--- src/rtl/sd_pkg.sv ---
// Shared SD host definitions: receiver state encoding, CRC7 step and response constants.
package sd_pkg;

  localparam int         SD_FRAME_W = 48;
  localparam logic [6:0] CRC7_POLY  = 7'h09;  // x^7 + x^3 + 1, x^7 term implicit

  typedef enum logic [2:0] {
    ST_IDLE,
    ST_HUNT,
    ST_SHIFT,
    ST_CHECK,
    ST_HOLD
  } rx_state_t;

  // R3 carries no valid CRC, so the issuer sets crc_skip for it.
  typedef enum logic [1:0] {
    RESP_R1 = 2'd0,
    RESP_R3 = 2'd1,
    RESP_R7 = 2'd2
  } resp_type_t;

  // One serial CRC7 step: shift left, fold the poly in when the outgoing bit differs from din.
  function automatic logic [6:0] crc7_step(input logic [6:0] crc, input logic din);
    logic fb;
    fb = din ^ crc[6];
    return {crc[5:0], 1'b0} ^ (fb ? CRC7_POLY : 7'h00);
  endfunction

endpackage

--- src/rtl/sd_crc7.sv ---
// Serial CRC7 generator/checker, one bit per clock, MSB first. Shared with the command sender.
module sd_crc7
  import sd_pkg::*;
(
  input  logic       clk,
  input  logic       rst,
  input  logic       clr,
  input  logic       en,
  input  logic       din,
  output logic [6:0] crc
);

  // CRC register: clear wins over enable so a new frame always starts from zero.
  always_ff @(posedge clk) begin
    // NOTE: sequential state uses non-blocking assignments so every register updates from pre-edge values.
    if (rst || clr) begin
      crc <= '0;
    end else if (en) begin
      crc <= crc7_step(crc, din);
    end
  end

endmodule

--- src/rtl/sd_resp_rx.sv ---
// Host-side SD response receiver: hunts for the start bit, deserialises a 48-bit frame,
// checks framing and CRC7, and holds the result until the consumer accepts it.
module sd_resp_rx
  import sd_pkg::*;
#(
  parameter int FRAME_W   = SD_FRAME_W,
  parameter int TIMEOUT   = 64,
  parameter bit CHECK_CRC = 1'b1
) (
  input  logic               SD_CLK,
  input  logic               rst,
  input  logic               start,
  input  logic               crc_skip,
  input  logic               sd_dout,
  output logic [FRAME_W-1:0] resp_data,
  output logic               resp_valid,
  input  logic               resp_ready,
  output logic               busy,
  output logic               timeout,
  output logic               frame_err,
  output logic               crc_err
);

  localparam int TMR_W = $clog2(TIMEOUT + 1);

  rx_state_t          state, state_nxt;
  logic [FRAME_W-1:0] shreg;
  logic [5:0]         bitcnt;
  logic [TMR_W-1:0]   timer;
  logic               skip_q;
  logic [6:0]         crc;
  logic               crc_clr;
  logic               crc_en;

  // The start bit (always 0) lands in the top of shreg implicitly because shreg is zeroed on
  // detection and then shifted FRAME_W-1 times; the CRC is fed frame bits [FRAME_W-1:8].
  assign crc_clr = (state == ST_IDLE) && start;
  assign crc_en  = ((state == ST_HUNT) && !sd_dout) ||
                   ((state == ST_SHIFT) && (bitcnt >= 6'd9));

  sd_crc7 u_crc7 (
    .clk (SD_CLK),
    .rst (rst),
    .clr (crc_clr),
    .en  (crc_en),
    .din (sd_dout),
    .crc (crc)
  );

  assign busy       = (state != ST_IDLE);
  assign resp_valid = (state == ST_HOLD);

  // State register.
  always_ff @(posedge SD_CLK) begin
    if (rst) state <= ST_IDLE;
    else     state <= state_nxt;
  end

  // Next-state logic.
  always_comb begin
    // NOTE: state_nxt gets a default before the case so no path can infer a latch.
    state_nxt = state;
    case (state)
      ST_IDLE:  if (start) state_nxt = ST_HUNT;
      ST_HUNT: begin
        if (!sd_dout)                   state_nxt = ST_SHIFT;
        else if (timer == TMR_W'(1))    state_nxt = ST_HOLD;
      end
      ST_SHIFT: if (bitcnt == 6'd1) state_nxt = ST_CHECK;
      ST_CHECK: state_nxt = ST_HOLD;
      ST_HOLD:  if (resp_ready) state_nxt = ST_IDLE;
      default:  state_nxt = ST_IDLE;
    endcase
  end

  // Datapath: timer, shifter, bit counter and the result registers held through HOLD.
  always_ff @(posedge SD_CLK) begin
    // NOTE: every datapath register is reset so a partial frame can never leak into resp_data.
    if (rst) begin
      shreg     <= '0;
      bitcnt    <= '0;
      timer     <= '0;
      skip_q    <= 1'b0;
      resp_data <= '0;
      timeout   <= 1'b0;
      frame_err <= 1'b0;
      crc_err   <= 1'b0;
    end else begin
      case (state)
        ST_IDLE: begin
          if (start) begin
            timer     <= TMR_W'(TIMEOUT);
            skip_q    <= crc_skip;
            resp_data <= '0;
            timeout   <= 1'b0;
            frame_err <= 1'b0;
            crc_err   <= 1'b0;
          end
        end
        ST_HUNT: begin
          if (!sd_dout) begin
            shreg  <= '0;
            bitcnt <= 6'(FRAME_W - 1);
          end else begin
            timer <= timer - 1'b1;
            if (timer == TMR_W'(1)) begin
              timeout   <= 1'b1;
              resp_data <= '0;
            end
          end
        end
        ST_SHIFT: begin
          shreg  <= {shreg[FRAME_W-2:0], sd_dout};
          bitcnt <= bitcnt - 1'b1;
        end
        ST_CHECK: begin
          resp_data <= shreg;
          frame_err <= shreg[FRAME_W-2] | ~shreg[0];
          crc_err   <= CHECK_CRC & ~skip_q & (crc != shreg[7:1]);
        end
        default: ;
      endcase
    end
  end

endmodule
--- config.mk ---
export PLATFORM = sky130hd
export DESIGN_NAME = sd_resp_rx
export DESIGN_NICKNAME = d
export VERILOG_FILES = /design/src/rtl/sd_pkg.sv /design/src/rtl/sd_crc7.sv /design/src/rtl/sd_resp_rx.sv
export SDC_FILE = /design/constraint.sdc
export NUM_CORES = 1
export LEC_CHECK = 0
export CORE_MARGIN = 8
export CORE_UTILIZATION = 36
export CTS_BUF_LIST = sky130_fd_sc_hd__clkbuf_4 sky130_fd_sc_hd__clkbuf_8
export DETAILED_ROUTE_END_ITERATION = 12
export GPL_ROUTABILITY_DRIVEN = 0
export HOLD_SLACK_MARGIN = 0.15
export PLACE_DENSITY_LB_ADDON = 0.05
export SLEW_MARGIN = 30
export SYNTH_ARGS = -nofsm -noshare
export SYNTH_HDL_FRONTEND = slang
export SYNTH_HIERARCHICAL = 1
export SYNTH_SLANG_ARGS = --single-unit
--- constraint.sdc ---
create_clock -name SD_CLK -period 2.5 [get_ports SD_CLK]
set_input_delay 0.25 -clock SD_CLK [delete_from_list [all_inputs] [get_ports SD_CLK]]
set_output_delay 0.25 -clock SD_CLK [all_outputs]
set_load 0.1 [all_outputs]
== Yosys cells after proc, flatten, opt, wreduce, memory -nomap -nowiden ==
Index checks and enable logic that the tools add are counted.

* Reductions and logical operators: 19
* Add/sub/neg operators: 2
* Equality and inequality tests: 14
* Muxes and demuxes: 24
* Bitwise logic cells: 6
* $lt $le $gt $ge: 1

{| class="wikitable"
|+ Operators with widths
! kind !! number
|-
| 48-bit 2-to-1 mux || 4
|-
| 48-bit case mux with 3 select lines || 1
|-
| 48-bit case mux with 2 select lines || 1
|-
| 3-bit 2-to-1 mux || 5
|-
| 3-bit case mux with 5 select lines || 1
|-
| 7-bit 2-to-1 mux || 2
|-
| 7-bit case mux with 2 select lines || 1
|-
| 6-bit case mux with 2 select lines || 1
|-
| 4-bit AND reduction || 3
|-
| 7-bit by 1-bit equality test with 1-bit output (second input constant) || 1
|-
| 7-bit inequality test || 1
|-
| 7-bit by 1-bit subtractor with 7-bit output (second input constant) || 1
|-
| 7-bit XOR || 1
|-
| 3-bit by 2-bit equality test with 1-bit output (second input constant) || 2
|-
| 6-bit by 1-bit equality test with 1-bit output (second input constant) || 1
|-
| 6-bit by 4-bit greater-or-equal comparator with 1-bit output (second input constant) || 1
|-
| 6-bit 2-to-1 mux || 1
|-
| 2-bit by 1-bit inequality test with 1-bit output (second input constant) || 3
|-
| 2-bit inequality test (second input constant) || 3
|-
| 1-bit case mux with 2 select lines || 3
|-
| 2-bit AND reduction || 3
|-
| 2-bit nonzero test || 3
|-
| 3-bit nonzero test || 2
|-
| 6-bit by 1-bit subtractor with 6-bit output (second input constant) || 1
|-
| other kinds (14) || 20
|}

* Bits in registers: 123
* Output and inout bits: 53
* Logic and storage cells: 76
* Input port bits: 6

== Logic depth before layout (Yosys ltp) ==
* Depth in word-level cells: 4
* Gate-level depth with buffers: 9
* Gate-level depth less buffers: 8

== Modules after synthesis ==
The synthesis kept the hierarchy.

{| class="wikitable"
|+ Modules (own cells, without submodules)
! module !! area each (µm²) !! cells each !! instances !! sequential area each (µm²)
|-
| sd_resp_rx || 4703.3 || 522 || 1 || 2322.2
|-
| sd_crc7 || 276.5 || 28 || 1 || 140.1
|}

== Worst setup path after synthesis ==
OpenSTA, ideal clock, no wires.

* Kind: register to register
* From: register state[2]
* To: register state[2]
* Period minus slack after synthesis: 3.233 ns
* Cell stages (with the launch flop): 6
* Path buffers: 2
* Data arrival time: 3.158 ns
* Data required time: 2.425 ns
* Library setup time: 0.075 ns
* Setup slack: -0.733 ns
* Path through: dfxtp_1 -> buf_2 -> buf_2 -> nor3b_1 -> a2bb2oi_1 -> nor2_1

* Word-level cells in the longest chain between the ends: 3
* Elaborated cells on any way between the ends: 11
* Classes of those cells: 8 x eq/ne; 1 x mux; 2 x reduce/logical

{| class="wikitable"
|+ Ends and longest elaborated chain
! item !! RTL line !! text
|-
| start: declaration || sd_resp_rx.sv:26 || <nowiki>rx_state_t state, state_nxt;</nowiki>
|-
| start signal: assignment || sd_resp_rx.sv:56 || <nowiki>else state <= state_nxt;</nowiki>
|-
| 3-bit equality test (*) || n/a ||
|-
| named net resp_valid || sd_resp_rx.sv:16 || <nowiki>output logic resp_valid,</nowiki>
|-
| 2-bit by 1-bit inequality test with 1-bit output (no source line) || n/a ||
|-
| 4-bit AND reduction (no source line) || n/a ||
|}

The timed path passes the listed nets; every way through them passes the cells marked *.
A chain may end at the register's enable or synchronous reset.

== Worst setup path after layout ==
* From: register state[2]
* To: output resp_valid

* Word-level cells in the longest chain between the ends: 1

{| class="wikitable"
|+ Ends and longest elaborated chain
! item !! RTL line !! text
|-
| 3-bit equality test || sd_resp_rx.sv:51 || <nowiki>assign resp_valid = (state == ST_HOLD);</nowiki>
|-
| end: declaration || sd_resp_rx.sv:16 ||
|}

Every way passes these cells.

==> reports/results.ini <==
[status]
status = complete, no violations

[final_layout]
seq_area_um2 = 2460
design_area_um2 = 5980
syn_to_final_growth_pct = 20.2
final_nets = 601
fillers = 1380
final_cells = 784
antennaDiodeCount = 0
final_layout_size_suffix_gt1_frac = 0.187
multi_input_area_um2 = 2270

[cts]
cts_tree = yes
cts.repair.resized = 0
clk_latency_ps = 430
htreeDepth = 4
post_cts_buffers = 0
clock-sinks = 123
clockBufferDepth = 2
root_buffer = clkbuf_8
numCtsBuffers = 17
clk_pin_slew_worst_paths_ps = 70
hold_buffers = 0

[timing]
fmax_mhz = 513
maxSlewHeadroom = 0.518
setup_viol = 0
setup_ws_ps = 549
worst_pin_slew_ps = 723
fin_crit_ps = 1950
skew_ps = 7.64
setup_tns_ps = 0
slew_violations = 0
hold_viol_final = 0
rsz0062_at_grt = false
fin_crit_sh = 0.780

[die]
num_rows = 43
dieArea_um2 = 17900
start_util = 0.363
core_um2 = 13700
dieWidth_um = 134
dieHeight_um = 134
ios = 59

[setup_path]
endpoint_kind = output port
cp_slowest_cell = dfxtp_2
worstSetupPathType = reg2out
path_cells = buf_12 > nor3b_2 > buf_4
critPathMaxFanout = 63
crit_arrival_ps = 1700
cp.required_ps = 2250
max_stage_delay_ps = 360
worstSetupStartpointType = register

[routing]
drc = 0
firstDrtPassIters = 4
ant_nets = 0
num_vias = 4215
first_iter_violations = 284
wl_per_cell_um = 16.0
totalWireLength_mm = 12.5
via_per_inst = 5.38

[job]
maxCapViolations = 0

[global_routing]
overflow = 0
grt_first_pass_wirelength_mm = 20.9
antenna_found_initial = 0
grt_pass1_vias = 4020
track_usage = 0.145
grt_max_degree = 69

[power_and_ir_drop]
power.density_nw_per_um2 = 685
total_power_mw = 4.10
ir_drop_mv = 0.327
p_leak_nw = 2.13

[synth]
synthSimpleGateAreaFrac = 0.167
syn_nets = 560
synth_mux_area_frac = 0.0131
synth_xor_area_frac = 0.0246
netlist_area_um2 = 4980
async_flop_share = 0
synth-compound-area-share = 0.235
synth_seq_cells = 123
yosysUniqueCellTypes = 47
synth_warnings = 6
synth_top_family_by_area = compound AO/OA/AOI/OAI gates
yosysSeqAreaShare = 0.494
synth-edff-count = 0
syn_area_per_cell_um2 = 9.05
yosys_most_used_dff = dfxtp_1
synth-adder-area-share = 0.0101
postSynthCellCount = 550

[place]
place_inst = 752
dp_hpwl_mm = 7.66
placed_cell_area_um2 = 5600
io_buffers = 58
post-place-ws_ps = 422

[hold_path]
hold_class = in2reg

## metal layers
metal	up-vias	global-route usage	wire, um
li1	2087	-	-
met2	85	0.225	5750
met5	-	0	0
met1	2031	0.181	5960
met3	12	0.0459	659
met4	0	0.0599	159
## layout by cell type (no fill, tap or decap), types with 2 or more instances in the layout
master | Yosys | final
dfxtp_1 | 123 | 122
a22oi_1 | 95 | 95
nor2_1 | 73 | 73
buf_4 | 4 | 67
a21oi_1 | 63 | 63
nand3_1 | 52 | 52
clkbuf_8 | 0 | 22
inv_1 | 9 | 9
xor2_1 | 9 | 9
nand2_1 | 7 | 7
nand4_1 | 7 | 7
xnor2_1 | 5 | 5
clkinv_2 | 0 | 5
mux2i_1 | 5 | 5
nand2b_1 | 4 | 4
ha_1 | 4 | 4
clkdlybuf4s50_1 | 0 | 4
or3_1 | 3 | 3
o21ai_0 | 3 | 3
a311oi_1 | 3 | 3
clkbuf_4 | 0 | 3
buf_12 | 0 | 3
nor2b_1 | 2 | 2
nor3b_2 | 2 | 2
nand3b_1 | 2 | 2
nor3_1 | 2 | 2
nor4_1 | 2 | 2
or4b_1 | 2 | 2
## sequential cells by signal, summed over array words and instances (netlist names)
signal and cells:
timer 7, state 3, resp_data 48, shreg 48, frame_err 1, bitcnt 6
skip_q 1, crc_err 1, u_crc7/crc 7, timeout 1
## critical path: cells and delay by family (launching register included)
family	cells	cell delay [ps]
DFF	1	360
buffers and inverters	2	610
and+or+nand+nor	1	290
## stage by stage
stage	utilization	hold slack [ps]
after global placement	0.408	463
after global routing	0.436	351
after CTS	0.436	327
final	0.436	354
after floorplan	-	386
after detailed placement	0.408	462
## synthesized netlist by cell type (all sizes together), types with 2 or more instances
| master | number | share of area |
|---|---|---|
| a41oi | 2 | 0.0050 |
| nor2b | 2 | 0.0025 |
| nor2 | 73 | 0.055 |
| xor2 | 9 | 0.016 |
| clkbuf | 24 | 0.018 |
| a21oi | 63 | 0.063 |
| nand2b | 4 | 0.0050 |
| nand3 | 52 | 0.052 |
| a311oi | 3 | 0.0053 |
| xnor2 | 5 | 0.0088 |
| or3 | 3 | 0.0038 |
| nor4 | 2 | 0.0025 |
| nand4 | 7 | 0.0088 |
| ha | 4 | 0.010 |
| or4b | 2 | 0.0040 |
| nor3b | 4 | 0.0080 |
| nor3 | 2 | 0.0020 |
| nand2 | 7 | 0.0053 |
| a22oi | 95 | 0.14 |
| nand3b | 2 | 0.0030 |
| dfxtp | 123 | 0.49 |
| mux2i | 5 | 0.010 |
| buf | 28 | 0.031 |
| o21ai | 3 | 0.0030 |
| inv | 9 | 0.0068 |
## final cells by class
type / count / area share
clock buffers: 25 / 0.0544
clock inverters: 7 / 0.0105
inverters: 9 / 0.00565
multi-input cells: 366 / 0.379
flip-flops and latches: 123 / 0.412
well taps: 180 / 0.0376
repair buffers: 74 / 0.101
## cell families after synthesis
group | after synthesis
buf+inv | 61
flops | 123
xor+xnor | 14
simple gates | 167
compound gates | 175
fa+ha+maj | 4
mux | 6
## power breakdown
group | total, mW | leakage (nW) | switching (mW) | internal, mW
clock | 1.70 | 0.206 | 0.754 | 0.943
combinational | 0.371 | 0.933 | 0.247 | 0.124
sequential | 2.03 | 0.993 | 0.0388 | 1.99
total | 4.10 | 2.13 | 1.04 | 3.06
## path summary, 6_finish.rpt
kind / from / slack, ps / depth (start not counted) / to
worst max-delay path: state[2] / 550 / 3 / resp_valid
worst max register to register: state[0] / 580 / 5 / u_crc7/crc[3]
worst min-delay path: rst / 350 / 2 / shreg[29]
worst min register to register: skip_q / 470 / 2 / skip_q
No activity file was read; power rests on OpenSTA's default activity.
